$ cat config.mk
export PLATFORM = sky130hd
export DESIGN_NAME = intr_ctrl_flat
export DESIGN_NICKNAME = d
export VERILOG_FILES = /design/src/rtl/intc_pkg.sv /design/src/rtl/intr_ctrl_if.sv /design/src/rtl/intr_src_cond.sv /design/src/rtl/intr_ctrl.sv /design/src/flat_wrapper.sv
export SDC_FILE = /design/constraint.sdc
export NUM_CORES = 1
export LEC_CHECK = 0
export CAP_MARGIN = 5
export CORE_ASPECT_RATIO = 1.4
export CORE_MARGIN = 2
export CORE_UTILIZATION = 45
export CTS_CLUSTER_SIZE = 12
export DETAILED_ROUTE_END_ITERATION = 7
export DONT_BUFFER_PORTS = 1
export HOLD_SLACK_MARGIN = 0.1
export PLACE_DENSITY_LB_ADDON = 0.08
export REMOVE_ABC_BUFFERS = 1
export SYNTH_ARGS = -nofsm -noshare
export SYNTH_HDL_FRONTEND = slang
export SYNTH_SLANG_ARGS = --single-unit
export TNS_END_PERCENT = 100
$ cat constraint.sdc
create_clock -name clk -period 1.5 [get_ports clk]
set_clock_uncertainty 0.05 [all_clocks]
set_input_delay 0.225 -clock clk [delete_from_list [all_inputs] [get_ports clk]]
set_output_delay 0.225 -clock clk [all_outputs]
set_load 0.05 [all_outputs]
$ cat src/rtl/intc_pkg.sv
// Shared constants for the interrupt controller: register offsets, CLAIM layout, source id type.
package intc_pkg;
  localparam logic [31:0] INTC_PEND_OFS  = 32'h0;
  localparam logic [31:0] INTC_MASK_OFS  = 32'h4;
  localparam logic [31:0] INTC_CLAIM_OFS = 32'h8;
  localparam logic [31:0] INTC_RAW_OFS   = 32'hC;
  localparam int          CLAIM_VALID_BIT = 31;

  typedef logic [4:0] src_id_t;
endpackage

$ cat src/rtl/intr_ctrl_if.sv
// IOBUS slice seen by the interrupt controller: address, write data/strobe, read data.
interface intr_ctrl_if;
  logic [31:0] iobus_addr;
  logic [31:0] iobus_out;
  logic        iobus_wr;
  logic [31:0] iobus_in;

  modport master (output iobus_addr, iobus_out, iobus_wr, input iobus_in);
  modport slave  (input iobus_addr, iobus_out, iobus_wr, output iobus_in);
endinterface

$ cat src/rtl/intr_src_cond.sv
// Per-source conditioning: 2-flop sync, optional counter debounce (INTC_DEBOUNCE_EN),
// armed-gated rising-edge pulse.
module intr_src_cond #(
  parameter logic [15:0] DB_CYCLES = 16'd50000
) (
  input  logic clk,
  input  logic rst,
  input  logic src,
  input  logic armed,
  output logic level,
  output logic rise
);
  logic sync1_q, sync1_d, sync2_q, sync2_d, prev_q, prev_d;

  always_comb begin
    sync1_d = src;
    sync2_d = sync1_q;
    prev_d  = level;
  end

  always_ff @(posedge clk) begin
    if (rst) begin
      sync1_q <= 1'b0;
      sync2_q <= 1'b0;
      prev_q  <= 1'b0;
    end else begin
      sync1_q <= sync1_d;
      sync2_q <= sync2_d;
      prev_q  <= prev_d;
    end
  end

`ifdef INTC_DEBOUNCE_EN
  logic [15:0] cnt_q, cnt_d;
  logic        filt_q, filt_d;

  // Until armed the filter tracks the input directly so a level held through reset
  // settles without ever looking like an edge.
  always_comb begin
    filt_d = filt_q;
    cnt_d  = '0;
    if (!armed) begin
      filt_d = sync2_q;
    end else if (sync2_q != filt_q) begin
      if (cnt_q == DB_CYCLES - 16'd1) filt_d = sync2_q;
      else                            cnt_d  = cnt_q + 16'd1;
    end
  end

  always_ff @(posedge clk) begin
    if (rst) begin
      cnt_q  <= '0;
      filt_q <= 1'b0;
    end else begin
      cnt_q  <= cnt_d;
      filt_q <= filt_d;
    end
  end

  assign level = filt_q;
`else
  assign level = sync2_q;
`endif

  assign rise = armed & level & ~prev_q;
endmodule

$ cat src/rtl/intr_ctrl.sv
// Interrupt controller: per-source pend latches, mask, IOBUS PEND/MASK/CLAIM/RAW, registered intr.
// Define INTC_DEBOUNCE_EN to insert a DB_CYCLES counter filter after each synchronizer.
module intr_ctrl
  import intc_pkg::*;
#(
  parameter int          N_SRC     = 4,
  parameter logic [31:0] BASE_ADDR = 32'h1100E000,
  parameter logic [15:0] DB_CYCLES = 16'd50000
) (
  input  logic             clk,
  input  logic             RST,
  input  logic [N_SRC-1:0] src,
  intr_ctrl_if.slave       bus,
  output logic             intr
);
  // Arm only once the sync (and filter) pipeline holds real samples, so a source
  // already high at reset release is absorbed into prev instead of reported.
`ifdef INTC_DEBOUNCE_EN
  localparam int ARM_STAGES = 4;
`else
  localparam int ARM_STAGES = 3;
`endif

  logic [ARM_STAGES-1:0] vld_pipe_q, vld_pipe_d;
  logic                  armed;
  logic [N_SRC-1:0]      level, rise;
  logic [N_SRC-1:0]      pend_q, pend_d, mask_q, mask_d, active;
  logic                  intr_q, intr_d;
  logic                  sel_pend, sel_mask, sel_claim, sel_raw;
  src_id_t               claim_id;

  assign vld_pipe_d = {vld_pipe_q[ARM_STAGES-2:0], 1'b1};
  assign armed      = vld_pipe_q[ARM_STAGES-1];

  for (genvar g = 0; g < N_SRC; g++) begin : g_src
    intr_src_cond #(.DB_CYCLES(DB_CYCLES)) u_cond (
      .clk   (clk),
      .rst   (RST),
      .src   (src[g]),
      .armed (armed),
      .level (level[g]),
      .rise  (rise[g])
    );
  end

  assign sel_pend  = bus.iobus_addr == BASE_ADDR + INTC_PEND_OFS;
  assign sel_mask  = bus.iobus_addr == BASE_ADDR + INTC_MASK_OFS;
  assign sel_claim = bus.iobus_addr == BASE_ADDR + INTC_CLAIM_OFS;
  assign sel_raw   = bus.iobus_addr == BASE_ADDR + INTC_RAW_OFS;
  assign active    = pend_q & mask_q;

  // Descending scan: the last hit, i.e. the lowest index, wins.
  always_comb begin
    claim_id = '0;
    for (int i = N_SRC - 1; i >= 0; i--)
      if (active[i]) claim_id = src_id_t'(i);
  end

  always_comb begin
    pend_d = pend_q;
    mask_d = mask_q;
    if (bus.iobus_wr && sel_pend) pend_d = pend_q & ~bus.iobus_out[N_SRC-1:0];
    if (bus.iobus_wr && sel_mask) mask_d = bus.iobus_out[N_SRC-1:0];
    pend_d = pend_d | rise;
    intr_d = |active;
  end

  always_comb begin
    bus.iobus_in = '0;
    if (sel_pend) bus.iobus_in[N_SRC-1:0] = pend_q;
    if (sel_mask) bus.iobus_in[N_SRC-1:0] = mask_q;
    if (sel_raw)  bus.iobus_in[N_SRC-1:0] = level;
    if (sel_claim) begin
      bus.iobus_in[CLAIM_VALID_BIT] = |active;
      bus.iobus_in[4:0]             = claim_id;
    end
  end

  always_ff @(posedge clk) begin
    if (RST) begin
      vld_pipe_q <= '0;
      pend_q     <= '0;
      mask_q     <= '0;
      intr_q     <= 1'b0;
    end else begin
      vld_pipe_q <= vld_pipe_d;
      pend_q     <= pend_d;
      mask_q     <= mask_d;
      intr_q     <= intr_d;
    end
  end

  assign intr = intr_q;
endmodule

$ cat src/flat_wrapper.sv
// flat-port wrapper written by rule: the top's interface ports become plain ports
module intr_ctrl_flat import intc_pkg::*;
#(
  parameter int          N_SRC     = 4,
  parameter logic [31:0] BASE_ADDR = 32'h1100E000,
  parameter logic [15:0] DB_CYCLES = 16'd50000
)
  (clk, RST, src, intr, bus_iobus_addr, bus_iobus_out, bus_iobus_wr, bus_iobus_in);
  intr_ctrl_if bus_i ();
  input  logic clk;
  input  logic RST;
  input  logic [N_SRC-1:0] src;
  output logic intr;
  input wire logic [$bits(bus_i.iobus_addr)-1:0] bus_iobus_addr;
  input wire logic [$bits(bus_i.iobus_out)-1:0] bus_iobus_out;
  input wire logic [$bits(bus_i.iobus_wr)-1:0] bus_iobus_wr;
  output wire logic [$bits(bus_i.iobus_in)-1:0] bus_iobus_in;
  assign bus_i.iobus_addr = bus_iobus_addr;
  assign bus_i.iobus_out = bus_iobus_out;
  assign bus_i.iobus_wr = bus_iobus_wr;
  assign bus_iobus_in = bus_i.iobus_in;
  intr_ctrl #(.N_SRC(N_SRC), .BASE_ADDR(BASE_ADDR), .DB_CYCLES(DB_CYCLES)) u_core (.clk(clk), .RST(RST), .src(src), .bus(bus_i), .intr(intr));
endmodule
==> out/qor.yml <==
status: "finished, violations left"
violations: "setup timing"
dpl.hpwl_um: 2225
final-seq-area_um2: 490.5
maxCapViolCount: 0
clock_path_buffers: 2
gr-total-overflow: 0
vias_per_cell: 4.955
synthFlopType: "dfxtp_1"
place_inst: 185
grt_max_degree: 16
htree_levels: 1
cts-root-buf: "clkbuf_8"
cp_data_arrival_time_ns: 1.52
multi_input_area_um2: 819.5
cts_sinks: 24
gp_congestion: 0.7217
fmax_ghz: 0.5571
wl_um: 2929
layout.cells.non_filler: 202
drive_gt1_share_pct: 34.55
ys_ff_latch: 24
first_iter_violations: 18
fin_nets: 237
grt_pass1_wl_um: 4498
yosysWarnings: 0
vdd_drop_max_v: 0.001028
num_rows: 23
slew_headroom_pct: 64.45
synth_edf_count: 0
synth_cell_types: 27
io_pins: 104
tritoncts: "yes"
num-fill-cells: 248
finalMaxSlewViolations: 0
syn_inst: 139
ant_nets: 0
leakagePower_nw: 0.6890
grt_pass1_vias: 963
period_needed_ns: 1.795
tns_ns: -0.8574
clk_pin_slew_ns: 0.09
utilization_pct: 59.73
postSynth.asyncResetShare_pct: 0
drc: 0
initial_core_util_pct: 46.77
min_path_type: "in -> reg"
cts_buffers: 3
synth-seq-area-share_pct: 36.06
grt_usage_pct: 17.61
vias: 1001
powerDensity_nw_per_um2: 856.2
report.final.setup_viol: 5
tightest_slew_ns: 0.5315
avgSynthCellArea_um2: 9.587
finalCritPeriodShare_pct: 119.7
setup_ws_ns: -0.2949
core_area_um2: 2849
place_ws_ns: -0.3383
dieArea_um2: 3419
fp.dieH_um: 68.39
crit_required_ns: 1.22
die_x_um: 49.99
antenna_found_initial: 0
worstPathMaxFanout: 3
crit_type: "reg -> out"
syn_area_um2: 1333
critPathCaptureType: "output pin"
rsz0062_at_grt: "true"
drt_first_pass_iters: 4
antenna_cells: 0
areaGrowthSynthToFinish_pct: 27.70
hold_viol_final: 0
wl_per_cell_um: 14.50
crit_path_start_kind: "flop"
place.port_buffers: 0
clk-insertion-delay-late_ns: 0.27
## kinds of logic (layout without fill, tap and decap cells)
group | count (synthesis) | after routing | synth area share, %
buffers and inverters | 33 | 33 | 18.22
multiplexers | 6 | 6 | 4.507
AO/OA/AOI/OAI | 16 | 16 | 8.358
AND/OR/NAND/NOR | 59 | 59 | 32.58
other | 1 | 27 | 0.2814
flip-flops | 24 | 24 | 36.06
## metrics by stage
step | hold WS [ns] | power, W | area (µm²)
after CTS | 0.1860 | 0.001462 | 1624
after floorplan | 0.2466 | 0.0008604 | 1195
after global routing | 0.2072 | 0.001501 | 1702
after detailed placement | 0.2494 | 0.0008707 | 1356
final | 0.1900 | 0.001457 | 1702
after global placement | 0.2478 | 0.0008688 | 1356
## registers in the layout, indices dropped and copies added, names as in the netlist
signal,cells
u_core.g_src.u_cond.prev_q,4
u_core.g_src.u_cond.level,4
u_core.vld_pipe_q,3
u_core.intr,1
u_core.pend_q,4
u_core.g_src.u_cond.sync1_q,4
u_core.mask_q,4
## cells in the mapped netlist, types with 2 or more instances
| cell type | number | share of area (%) |
|---|---|---|
| buf_4 | 27 | 15 |
| dfxtp_1 | 24 | 36 |
| nor2b_1 | 16 | 7.5 |
| nand2_1 | 15 | 4.2 |
| a31oi_1 | 6 | 2.8 |
| mux2i_1 | 6 | 4.5 |
| a211oi_1 | 5 | 2.8 |
| nor2_1 | 5 | 1.4 |
| nand2b_1 | 4 | 1.9 |
| nand3b_1 | 4 | 2.3 |
| nor4_2 | 4 | 3.8 |
| nor4b_2 | 4 | 4.5 |
| a21oi_1 | 2 | 0.75 |
| clkbuf_1 | 2 | 0.56 |
| inv_1 | 2 | 0.56 |
| nor4_4 | 2 | 3.2 |
## metal layers
metal,vias to the layer above,routed length (µm),GRT usage [%]
met3,2,210,4.148
met2,64,1602,32.57
met4,0,18,7.292
met5,-,0,0
li1,476,-,-
met1,459,1099,19.07
## report_power, final
group          internal [W]  leakage, nW  switching [W]
sequential         0.000655        0.200     0.00000911
clock              0.000357       0.0357       0.000208
combinational     0.0000491        0.453       0.000179
total               0.00106        0.689       0.000396
## path summary, 6_finish.rpt
check | from | endpoint | slack [ns] | cells past startpoint
worst max-delay path | u_core.pend_q[1]$_SDFF_PP0_ | bus_iobus_in[31] | -0.29 | 4
worst min-delay path | RST | u_core.vld_pipe_q[0]$_DFF_P_ | 0.19 | 1
worst max register to register | u_core.mask_q[1]$_SDFFE_PP0P_ | u_core.intr$_SDFF_PP0_ | 0.44 | 3
worst min register to register | u_core.g_src[2].u_cond.sync1_q$_SDFF_PP0_ | u_core.g_src[2].u_cond.level$_SDFF_PP0_ | 0.39 | 1
## what timing repair did
action	in CTS	in global routing
setup endpoints to repair	5	5
cloned	0	0
pin swaps	7	7
gates resized for setup	24	15
hold buffers	9	0
hold endpoints to repair	23	0
setup buffers	2	2
## worst max-delay path: stages (launching register included)
cell and delay [ns]:
dfxtp_2 0.36, a22o_1 0.16, and3b_2 0.24, nor4b_4 0.31, buf_6 0.20
## placed cells by master, fill, tap and decap left out, drive strengths merged
cell type / netlist / routed
a32o: 1 / 1
or2: 1 / 1
bufinv: 0 / 1
a22oi: 1 / 1
dlygate4sd3: 0 / 9
nor2b: 16 / 16
a22o: 1 / 1
nand4b: 1 / 1
a21oi: 2 / 2
and3b: 1 / 1
clkbuf: 3 / 3
a211oi: 5 / 5
a31oi: 6 / 6
nor2: 5 / 5
nand4: 1 / 1
nor4b: 4 / 4
or2b: 1 / 1
conb: 1 / 27
dfxtp: 24 / 24
nand2: 15 / 15
buf: 28 / 18
inv: 2 / 2
nor4: 6 / 6
mux2i: 6 / 6
nand3b: 4 / 4
nand2b: 4 / 4
## layout make-up
type / count / share of cell area (%)
clock buffer: 3 / 2.426
clock inverter: 1 / 1.765
inverter: 2 / 0.4412
multi-input combinational: 108 / 48.16
sequential: 24 / 28.82
tap: 37 / 2.721
timing repair buffer: 27 / 15.66
No activity file was read; power rests on OpenSTA's default activity.
